`config.mk`:
```
export PLATFORM = sky130hd
export DESIGN_NAME = tdoa_locator
export DESIGN_NICKNAME = d
export VERILOG_FILES = /design/src/rtl/tdoa_locator.sv
export SDC_FILE = /design/constraint.sdc
export NUM_CORES = 1
export LEC_CHECK = 0
export CAP_MARGIN = 20
export CORE_MARGIN = 5
export CORE_UTILIZATION = 40
export CTS_CLUSTER_DIAMETER = 60
export DETAILED_ROUTE_END_ITERATION = 10
export PLACE_DENSITY_LB_ADDON = 0.1
export SKIP_CTS_REPAIR_TIMING = 1
export SYNTH_ARGS = -nofsm -noshare
export SYNTH_HDL_FRONTEND = slang
export SYNTH_SLANG_ARGS = --single-unit
```
`constraint.sdc`:
```
create_clock -name clk -period 18.8 [get_ports clk]
set_input_delay 1.88 -clock clk [delete_from_list [all_inputs] [get_ports clk]]
set_output_delay 1.88 -clock clk [all_outputs]
set_load 0.01 [all_outputs]
```
`src/rtl/tdoa_locator.sv`:
```
// Converts three correlator lags into a 2-D source position using one time-shared multiplier.
// Accepted start -> done after 7 clocks; start is ignored while busy (no queueing).
module tdoa_locator #(
  parameter int W           = 16,
  parameter int SCALE_SHIFT = 3,
  parameter int FRAC        = 12,
  parameter int CX1         = 0,
  parameter int CX2         = 0,
  parameter int CX3         = 655,
  parameter int CY1         = 655,
  parameter int CY2         = 0,
  parameter int CY3         = 0
) (
  input  logic         clk,
  input  logic         rst,
  input  logic         start,
  input  logic [W-1:0] tau1,
  input  logic [W-1:0] tau2,
  input  logic [W-1:0] tau3,
  output logic [W-1:0] xs,
  output logic [W-1:0] ys,
  output logic         done,
  output logic         busy
);

  localparam int TW = W + SCALE_SHIFT;
  localparam int PW = 2 * W + SCALE_SHIFT;
  localparam int AW = PW + 2;
  localparam logic signed [AW-1:0] HALF = AW'(1 << (FRAC - 1));
  localparam logic signed [AW-1:0] SMAX = AW'((1 << (W - 1)) - 1);
  localparam logic signed [AW-1:0] SMIN = ~SMAX;

  typedef enum logic [1:0] {IDLE, MAC, FIN} state_t;

  state_t                state_q, state_d;
  logic [2:0]            cnt_q, cnt_d;
  logic signed [W-1:0]   tau1_q, tau1_d, tau2_q, tau2_d, tau3_q, tau3_d;
  logic signed [AW-1:0]  acc_x_q, acc_x_d, acc_y_q, acc_y_d;
  logic [W-1:0]          xs_q, xs_d, ys_q, ys_d;
  logic                  done_q, done_d;

  logic signed [W-1:0]   coef, tau_sel;
  logic signed [TW-1:0]  tau_scaled;
  logic signed [PW-1:0]  prod;
  logic signed [AW-1:0]  prod_ext;

  // Negate, round half toward +inf, then clamp into the W-bit output range.
  function automatic logic [W-1:0] rnd_sat(input logic signed [AW-1:0] acc);
    logic signed [AW-1:0] r;
    r = (-acc + HALF) >>> FRAC;
    if (r > SMAX)      return SMAX[W-1:0];
    else if (r < SMIN) return SMIN[W-1:0];
    else               return r[W-1:0];
  endfunction

  // Operand select for the shared multiplier: x products first, then y.
  always_comb begin
    coef    = '0;
    tau_sel = '0;
    case (cnt_q)
      3'd0: begin coef = W'(CX1); tau_sel = tau1_q; end
      3'd1: begin coef = W'(CX2); tau_sel = tau2_q; end
      3'd2: begin coef = W'(CX3); tau_sel = tau3_q; end
      3'd3: begin coef = W'(CY1); tau_sel = tau1_q; end
      3'd4: begin coef = W'(CY2); tau_sel = tau2_q; end
      3'd5: begin coef = W'(CY3); tau_sel = tau3_q; end
      default: begin coef = '0; tau_sel = '0; end
    endcase
    tau_scaled = {{SCALE_SHIFT{tau_sel[W-1]}}, tau_sel} <<< SCALE_SHIFT;
    prod       = $signed({{(PW-W){coef[W-1]}}, coef}) *
                 $signed({{(PW-TW){tau_scaled[TW-1]}}, tau_scaled});
    prod_ext   = $signed({{(AW-PW){prod[PW-1]}}, prod});
  end

  always_comb begin
    state_d = state_q;
    cnt_d   = cnt_q;
    tau1_d  = tau1_q;
    tau2_d  = tau2_q;
    tau3_d  = tau3_q;
    acc_x_d = acc_x_q;
    acc_y_d = acc_y_q;
    xs_d    = xs_q;
    ys_d    = ys_q;
    done_d  = done_q;
    case (state_q)
      IDLE: begin
        if (start) begin
          tau1_d  = tau1;
          tau2_d  = tau2;
          tau3_d  = tau3;
          acc_x_d = '0;
          acc_y_d = '0;
          cnt_d   = '0;
          done_d  = 1'b0;
          state_d = MAC;
        end
      end
      MAC: begin
        if (cnt_q < 3'd3) acc_x_d = acc_x_q + prod_ext;
        else              acc_y_d = acc_y_q + prod_ext;
        cnt_d = cnt_q + 3'd1;
        if (cnt_q == 3'd5) state_d = FIN;
      end
      FIN: begin
        xs_d    = rnd_sat(acc_x_q);
        ys_d    = rnd_sat(acc_y_q);
        done_d  = 1'b1;
        state_d = IDLE;
      end
      default: state_d = IDLE;
    endcase
  end

  always_ff @(posedge clk) begin
    if (rst) begin
      state_q <= IDLE;
      cnt_q   <= '0;
      tau1_q  <= '0;
      tau2_q  <= '0;
      tau3_q  <= '0;
      acc_x_q <= '0;
      acc_y_q <= '0;
      xs_q    <= '0;
      ys_q    <= '0;
      done_q  <= 1'b0;
    end else begin
      state_q <= state_d;
      cnt_q   <= cnt_d;
      tau1_q  <= tau1_d;
      tau2_q  <= tau2_d;
      tau3_q  <= tau3_d;
      acc_x_q <= acc_x_d;
      acc_y_q <= acc_y_d;
      xs_q    <= xs_d;
      ys_q    <= ys_d;
      done_q  <= done_d;
    end
  end

  assign xs   = xs_q;
  assign ys   = ys_q;
  assign done = done_q;
  assign busy = (state_q != IDLE);

endmodule

```
==> results.toml, run 1 <==
[timing]
slew_violations = 0
layout_setup_ws_ns = 9.62
clock-skew-final_ns = 0.00991
tns_ns = 0
setup_viol = 0
max_freq_ghz = 0.109
period_share_pct = 48.8
period_minus_slack_ns = 9.18
slew-limit-headroom_pct = 29.0
final-hold-violation-count = 0
rsz0062_at_grt = "false"
worst_pin_slew_ns = 1.06

[routing]
antenna_left = 0
drc_errors = 0
wl_microns = 34800
drt-initial-drc-count = 693
vias = 11600
dr.pass1.iters = 5
wire_per_inst_microns = 16.1
via_per_inst = 5.39

[cells_and_area]
stdcell_count = 2154
final_cell_mix = "nand2_1, a21oi_1, dfxtp_1"
syn_to_final_growth_pct = 13.7
diodes = 0
drive_gt1_share_pct = 4.09
final_area_sq_um = 15000
utilization_pct = 46.0
nets = 1961
layout_commonest_cell = "nand2_1"

[logic_synthesis]
syn_area_per_cell_sq_um = 7.97
ys_seq_elements = 154
async_reset_ff_share_pct = 0
syn_nets = 1913
synth_top_cell_area_share_pct = 23.4
yosysUniqueCellTypes = 77
synth_flop_cell = "dfxtp_1"
ys_warn_count = 0
synth_top_area_cell = "dfxtp_1"
syn_area_sq_um = 13200
yosysSeqAreaShare_pct = 23.4
synth_edf_count = 0
synthTopCellsByArea = "dfxtp_1, ha_1, fa_1, a21oi_1, nand2_1"
syn-instance-count = 1651

[job]
maxCapViolations = 0

[floorplanning]
die_h_microns = 191
io_pins = 85
core_sq_um = 32500
start_util_pct = 40.4
die_area_sq_um = 36600
fp.dieW_microns = 191
placementRows = 66

[place]
dp_hpwl_microns = 27000
portBuffers = 84
globalplace.congestion = 0.861
dpl_worst_slack_ns = 9.63
place_area_sq_um = 14400
dp.cells = 2122

[global_route]
track_usage_pct = 19.1
grt_max_degree = 90
overflow = 0
antenna_found_initial = 0
grt_pass1_wl_microns = 56900
first_global_vias = 11013

[worst_setup_path]
slowest_delay_ns = 0.78
worst-setup-path-type = "reg -> reg"
required_ns = 19.13
worstSetupEndpointType = "flip-flop"
arrival_ns = 9.51
crit_top_cell = "inv_1"
critPathLaunchType = "flip-flop"
cp_slowest_cell = "o21ai_2"
crit_fanout = 17
reg2regPathDepth = 29

[power]
swShare_pct = 28.8
combPwrFrac_pct = 11.7
ir_drop_v = 0.0000680
power_frac_seq_pct = 43.6
internal_power_uw = 554
power.clock.fraction_pct = 44.7
power_density_nw_per_um2 = 52.0
p_sw_uw = 224
power_leakage_nw = 6.74

[hold_path]
min_path_cells = 2
min_path_type = "reg -> reg"

[clock_network]
clock_sinks = 154
clockBufferDepth = 2
cts.clk_slew.worst_paths_ns = 0.07
clkLatencyLatePin_ns = 0.45
cts_tree = "built"
cts-buffers-inserted = 17
cts-root-buf = "clkbuf_16"
htree_levels = 4

[run_status]
outcome = "completed"
[path summary, 6_finish.rpt]
path / from / endpoint / slack [ns]
worst max-delay path: cnt_q[1]$_SDFFE_PP0P_ / acc_x_q[36]$_SDFFE_PP0P_ / 9.62
worst min-delay path: ys[15]$_SDFFE_PP0P_ / ys[15]$_SDFFE_PP0P_ / 0.45
worst max register to register: cnt_q[1]$_SDFFE_PP0P_ / acc_x_q[36]$_SDFFE_PP0P_ / 9.62
worst min register to register: ys[15]$_SDFFE_PP0P_ / ys[15]$_SDFFE_PP0P_ / 0.45
[per-stage QoR]
step,hold WS [ns],power [mW]
after floorplan,0.433,0.405
after global placement,0.444,0.438
after detailed placement,0.447,0.438
after CTS,0.457,0.787
after global routing,0.472,0.815
final,0.454,0.778
[synthesized netlist by cell type, drive strengths merged (4+ instances only)]
library cell and instances:
fa 58, a222oi 4, and2 6, nand2b 22
xor2 29, nand2 200, xnor2 60, o211ai 10
nand4 10, a21oi 162, or4 8, clkbuf 60
buf 5, a32oi 4, inv 150, and3 4
o21a 23, mux2i 5, nor4 11, a31oi 19
o31ai 17, nand3 45, a22oi 21, or3 21
nor2 127, a211o 5, a211oi 28, or2 5
a21o 28, nand3b 7, a22o 9, o21ai 61
ha 153, o21bai 11, a21boi 5, nor2b 22
nor3 39, dfxtp 154
[kinds of logic (layout without fill, tap and decap cells)]
family | count (synthesis) | after routing | share of synthesized area [%]
DFF | 154 | 154 | 23.4
buffers and inverters | 215 | 276 | 6.24
xor gates and xnor gates | 89 | 89 | 5.93
AOI/OAI and AO/OA | 435 | 435 | 21.2
adders and majority gates | 211 | 211 | 23.4
and+or+nand+nor | 539 | 539 | 19.2
muxes | 8 | 8 | 0.637
[worst max-delay path: cells and delay by family (launching register included)]
| family | cells | cell delay [ns] |
|---|---|---|
| AOI/OAI and AO/OA | 7 | 2.40 |
| xor gates and xnor gates | 1 | 0.18 |
| adders and majority gates | 7 | 2.87 |
| buffers and inverters | 5 | 0.77 |
| DFF | 1 | 0.48 |
| muxes | 2 | 0.92 |
| and+or+nand+nor | 7 | 1.43 |
[flip-flops by register name, summed over array words and instances (netlist names)]
signal / flops
state_q: 2
tau1_q: 16
tau2_q: 16
acc_x_q: 34
acc_y_q: 34
done: 1
xs: 16
tau3_q: 16
cnt_q: 3
ys: 16
[power by group through the flow]
stage	clock network, mW	logic, mW	registers [mW]
global placement	0	0.0907	0.347
CTS	0.356	0.0917	0.339
detailed placement	0	0.0912	0.347
global route	0.373	0.101	0.340
floorplan	0	0.0608	0.345
finish	0.348	0.0910	0.340
[layer usage]
metal	up-vias	GRT usage, %	part of all wire [%]
met5	-	0	0
met4	0	4.03	1.1
met3	25	3.78	4.1
met2	209	29.5	44
met1	5485	27.6	51
li1	5881	-	-
[area by class of cell]
class | count | area, sq um
fill | 3348 | 17600
multi-input combinational | 1282 | 9280
sequential | 154 | 3080
timing repair buffer | 94 | 913
inverter | 150 | 563
tap | 442 | 553
clock buffer | 18 | 429
clock inverter | 14 | 141
No activity file was read; power rests on OpenSTA's default activity.
==> inputs of run 2 (changes only) <==
==> constraint.sdc (replaced) <==
create_clock -name clk -period 8.6 [get_ports clk]
set_input_delay 0.86 -clock clk [delete_from_list [all_inputs] [get_ports clk]]
set_output_delay 0.86 -clock clk [all_outputs]
set_load 0.01 [all_outputs]
==> run 2 against run 1 <==
Compared with the run above: sequential cell count did not move; non-clock buffer count increased by 34; global-route usage increased by 0.45 points; worst setup slack worse by 9.1 ns; final cell count up 1.6%; sequential power is 120% higher; critical path type unchanged; clock skew rose by 0.00060 ns; sequential share of layout area shrank 0.51 points; first-iteration DRC count fell by 17%; fmax is 14% higher; clock power grew 130%.
==> results.toml, run 2 (synthesized netlist as in run 1, its figures left out) <==
[worst_setup_path]
crit_buf_inv = 5
worst-setup-path-type = "reg -> reg"
crit_fanout = 16
slowest_delay_ns = 0.54
arrival_ns = 8.41
worstSetupPathDepth = 31
required_ns = 8.97
reg2reg_from = "cnt_q[1]$_SDFFE_PP0P_"
reg2regPathDepth = 31
cp_slowest_cell = "fa_1"
crit_top_cell = "ha_1"
startpoint = "cnt_q[1]$_SDFFE_PP0P_"
critPathLaunchType = "flip-flop"
crit_family = "adder cells"
worstSetupEndpointType = "flip-flop"

[routing]
antenna_left = 0
route.met3.wl_microns = 1440
via_per_inst = 5.34
dr.pass1.iters = 5
wire_per_inst_microns = 16.2
vias = 11693
wl_met1_microns = 17800
top_layer = "met4"
wl_microns = 35400
drc_errors = 0
wl_met2_microns = 15800
drt-initial-drc-count = 576

[power]
ir_drop_v = 0.000143
power_leakage_nw = 6.97
p_total_mw = 1.74
power_density_nw_per_um2 = 113

[floorplanning]
fp.dieW_microns = 191
core_sq_um = 32500
io_pins = 85
start_util_pct = 40.4
placementRows = 66
die_h_microns = 191
die_area_sq_um = 36600

[cells_and_area]
fillers = 3307
top_regs = "acc_x_q: 34 flops, acc_y_q: 34 flops"
drive_gt1_share_pct = 7.16
diodes = 0
syn_to_final_growth_pct = 16.7
nets = 1995
layout_commonest_cell = "nand2_1"
final_cell_mix = "nand2_1, a21oi_1, ha_1"

[global_route]
track_usage_pct = 19.5
overflow = 0
first_global_vias = 11210
grt_pass1_wl_microns = 58000
antenna_found_initial = 0
grt_max_degree = 65

[hold_path]
min_path_cells = 2
min_path_type = "reg -> reg"
hp-start = "tau1_q[10]$_SDFFE_PP0P_"

[timing]
max_freq_ghz = 0.124
slew_violations = 0
setup_viol = 0
final-hold-violation-count = 0
clock-skew-final_ns = 0.0105
period_minus_slack_ns = 8.04
layout_setup_ws_ns = 0.561
worst_pin_slew_ns = 1.02
slew-limit-headroom_pct = 31.8
period_share_pct = 93.5

[clock_network]
clock_sinks = 154
cts_tree = "built"
cts-root-buf = "clkbuf_16"
cts-buffers-inserted = 17
clkLatencyLatePin_ns = 0.45
htree_levels = 4
cts.clk_slew.worst_paths_ns = 0.07
clockBufferDepth = 2

[job]
maxCapViolations = 0

[place]
dp_hpwl_microns = 27700
portBuffers = 84
dpl_worst_slack_ns = -0.0820
globalplace.congestion = 0.870

[run_status]
outcome = "completed"
run 2: cell count changes in the layout (fill, tap and decap cells not counted), sizes merged:
cell | previous run | this run
buf | 11 | 45
bufinv | 1 | 2
clkinvlp | 3 | 2
run 2: report_power, final:
group | total, mW | switching, mW | internal (mW)
clock | 0.788 | 0.346 | 0.442
combinational | 0.205 | 0.127 | 0.0786
sequential | 0.742 | 0.0127 | 0.729
run 2: path summary, 6_finish.rpt:
check | endpoint | slack (ns)
max | acc_x_q[33]$_SDFFE_PP0P_ | 0.56
min | tau1_q[10]$_SDFFE_PP0P_ | 0.46
max reg2reg | acc_x_q[33]$_SDFFE_PP0P_ | 0.56
min reg2reg | tau1_q[10]$_SDFFE_PP0P_ | 0.46
run 2: worst min-delay path, cell delays in order, from the launching register on:
cell and delay, ns:
dfxtp_1 0.31, nand2_1 0.05, a21oi_1 0.05
run 2: per-layer routing:
| metal | track usage [%] | vias up |
|---|---|---|
| li1 | - | 5946 |
| met1 | 28.2 | 5506 |
| met2 | 30.8 | 219 |
| met3 | 3.45 | 22 |
| met4 | 3.90 | 0 |
| met5 | 0 | - |
run 2: layout make-up:
cell class              count  area [sq um]  area share, %
well taps                 442           553           3.60
clock inverters            14           161           1.05
multi-input cells        1282          9380           61.1
flip-flops and latches    154          3090           20.1
inverters                 150           563           3.67
clock buffers              18           439           2.86
repair buffers            128          1170           7.61
run 2: through the flow:
stage	instances	cell area, sq um	hold WS (ns)	TNS (ns)	util (%)
6_report	2188	15300	0.456	0	47.2
3_3_place_gp	2154	14600	0.443	0	45.0
4_1_cts	2186	15200	0.458	-0.566	46.8
5_1_grt	2188	15300	0.478	-0.00288	47.2
2_1_floorplan	1651	13200	0.433	0	-
3_5_place_dp	2154	14600	0.449	-0.260	45.0
==> inputs of run 3 (changes only) <==
--- a/config.mk
+++ b/config.mk
@@ -5,6 +5,7 @@
 export SDC_FILE = /design/constraint.sdc
 export NUM_CORES = 1
 export LEC_CHECK = 0
+export ABC_AREA = 1
 export CAP_MARGIN = 20
 export CORE_MARGIN = 5
 export CORE_UTILIZATION = 40
==> run 3 against run 2 <==
Compared with the run above: global-route usage grew 2.7 points; total power is 15% higher; sequential cell count is the same; sequential share of layout area decreased by 1.1 points; area after synthesis increased by 8.7%; synthesized cell count up 29%; core utilization down 1.3 points.
==> results.toml, run 3 <==
[timing]
period_share_pct = 93.0
max_freq_ghz = 0.125
final-hold-violation-count = 0
rsz0062_at_grt = "false"
setup_viol = 0
slew-limit-headroom_pct = 34.3
period_minus_slack_ns = 8.00
tns_ns = 0
worst_pin_slew_ns = 0.985
slew_violations = 0
clock-skew-final_ns = 0.0176

[routing]
wl_microns = 43600
drc_errors = 0
via_per_inst = 5.15
drt-initial-drc-count = 861
vias = 13772
antenna_left = 0
wire_per_inst_microns = 16.3
dr.pass1.iters = 6

[global_route]
first_global_vias = 13481
antenna_found_initial = 0
grt_pass1_wl_microns = 70700
grt_max_degree = 72
overflow = 0
track_usage_pct = 22.3

[worst_setup_path]
worstSetupEndpointType = "flip-flop"
cp_slowest_cell = "fa_1"
arrival_ns = 8.30
critPathLaunchType = "flip-flop"
crit_buf_inv = 10
required_ns = 8.90
worst-setup-path-type = "reg -> reg"
crit_fanout = 14
slowest_delay_ns = 0.54
crit_family = "adder cells"

[logic_synthesis]
synthMuxAreaShare_pct = 0
synth_edf_count = 0
syn_area_sq_um = 14300
syn_nets = 2396
synth-simple-area-share_pct = 26.9
yosysSeqAreaShare_pct = 21.6
synthTopCellsByArea = "dfxtp_1, ha_1, nand2_1, fa_1, a21oi_1"
syn-instance-count = 2134
ys_warn_count = 0
syn_area_per_cell_sq_um = 6.70
synth.most_common_cell = "nand2_1"
synth_flop_cell = "dfxtp_1"
synth_top_family_by_area = "simple AND/OR/NAND/NOR gates"
synth_top_area_cell = "dfxtp_1"
synth_compound_area_share_pct = 18.2
synth_top_cell_area_share_pct = 21.6
async_reset_ff_share_pct = 0
yosysUniqueCellTypes = 52
synth_fa_ha_area_share_pct = 21.5
synth_common_cells = "nand2_1, inv_1, nor2_1, a21oi_1, o21ai_0"
yosys.area_share.xor_xnor_pct = 2.20
ys_seq_elements = 154

[job]
maxCapViolations = 0

[run_status]
outcome = "completed"

[cells_and_area]
final_area_sq_um = 16300
diodes = 0
syn_to_final_growth_pct = 13.7
fillers = 3780
layout_commonest_cell = "nand2_1"
drive_gt1_share_pct = 5.42
nets = 2461
top_regs = "acc_x_q: 34 flops, acc_y_q: 34 flops"
stdcell_count = 2673
final_cell_mix = "nand2_1, inv_1, nor2_1"

[place]
dp.cells = 2641
dp_hpwl_microns = 35600
portBuffers = 84
globalplace.congestion = 0.928
place_area_sq_um = 15600

[power]
ir_drop_v = 0.000143
power_density_nw_per_um2 = 122
power_leakage_nw = 8.23

[clock_network]
clockBufferDepth = 2
clock_sinks = 154
clkLatencyLatePin_ns = 0.46
htree_levels = 4
cts-buffers-inserted = 17
cts-root-buf = "clkbuf_16"
cts_tree = "built"
cts.clk_slew.worst_paths_ns = 0.07

[floorplanning]
die_h_microns = 199
die_area_sq_um = 39600
core_sq_um = 35400
fp.dieW_microns = 199
io_pins = 85
start_util_pct = 40.4
placementRows = 69

[hold_path]
min_path_type = "reg -> reg"
[run 3: changes by cell type after synthesis, moves of 27 or more]
cell	before	now
nand2_1	199	414
inv_1	150	298
nor2_1	127	257
o21ai_0	52	166
nand3_1	45	118
a21oi_1	161	225
xnor2_1	60	11
nor3_1	39	12
[run 3: tightest hold or removal path, cell delays in order (launching register included)]
cell	delay (ns)
dfxtp_1	0.31
nand2_1	0.06
a21oi_1	0.06
[run 3: power by group]
part	total [mW]	switching (mW)	internal, mW
logic	0.404	0.263	0.141
registers	0.759	0.0207	0.738
clock network	0.826	0.381	0.445
total	1.99	0.665	1.32
[run 3: layout make-up]
class / count / area (sq um) / area share [%]
Multi-Input combinational cell: 1621 / 9850 / 60.6
Inverter: 306 / 1150 / 7.07
Clock buffer: 17 / 425 / 2.62
Timing Repair Buffer: 99 / 968 / 5.96
Clock inverter: 15 / 204 / 1.25
Tap cell: 461 / 577 / 3.55
Sequential cell: 154 / 3080 / 19.0
[run 3: cells by family after synthesis]
family	Yosys count
simple gates	895
compound gates	480
buf+inv	359
fa+ha+maj	211
flops	154
xor+xnor	35
[run 3: metrics by stage]
step           setup slack [ns]  hold slack, ns  utilization [%]  power [mW]
6_report                  0.600           0.468             45.9        1.99
5_1_grt                  0.0127           0.498             45.9        2.09
4_1_cts                   0.434           0.465             45.9        2.01
3_5_place_dp              0.473           0.455             44.1        1.18
3_3_place_gp              0.448           0.454             44.1        1.17
2_1_floorplan              1.76           0.455                -        1.05
[run 3: final timing paths]
| check | start | endpoint | slack (ns) | cells past startpoint |
|---|---|---|---|---|
| setup / recovery | cnt_q[1]$_SDFFE_PP0P_ | acc_x_q[36]$_SDFFE_PP0P_ | 0.60 | 41 |
| hold / removal | xs[15]$_SDFFE_PP0P_ | xs[15]$_SDFFE_PP0P_ | 0.47 | 2 |
| setup reg to reg | cnt_q[1]$_SDFFE_PP0P_ | acc_x_q[36]$_SDFFE_PP0P_ | 0.60 | 41 |
| hold reg to reg | xs[15]$_SDFFE_PP0P_ | xs[15]$_SDFFE_PP0P_ | 0.47 | 2 |
[run 3: per-layer routing]
metal	global-route usage [%]	vias up	wire, microns
met3	3.05	51	1610
met5	0	-	0
met4	6.71	0	1040
li1	-	7141	-
met2	38.9	295	21100
met1	28.6	6285	19900
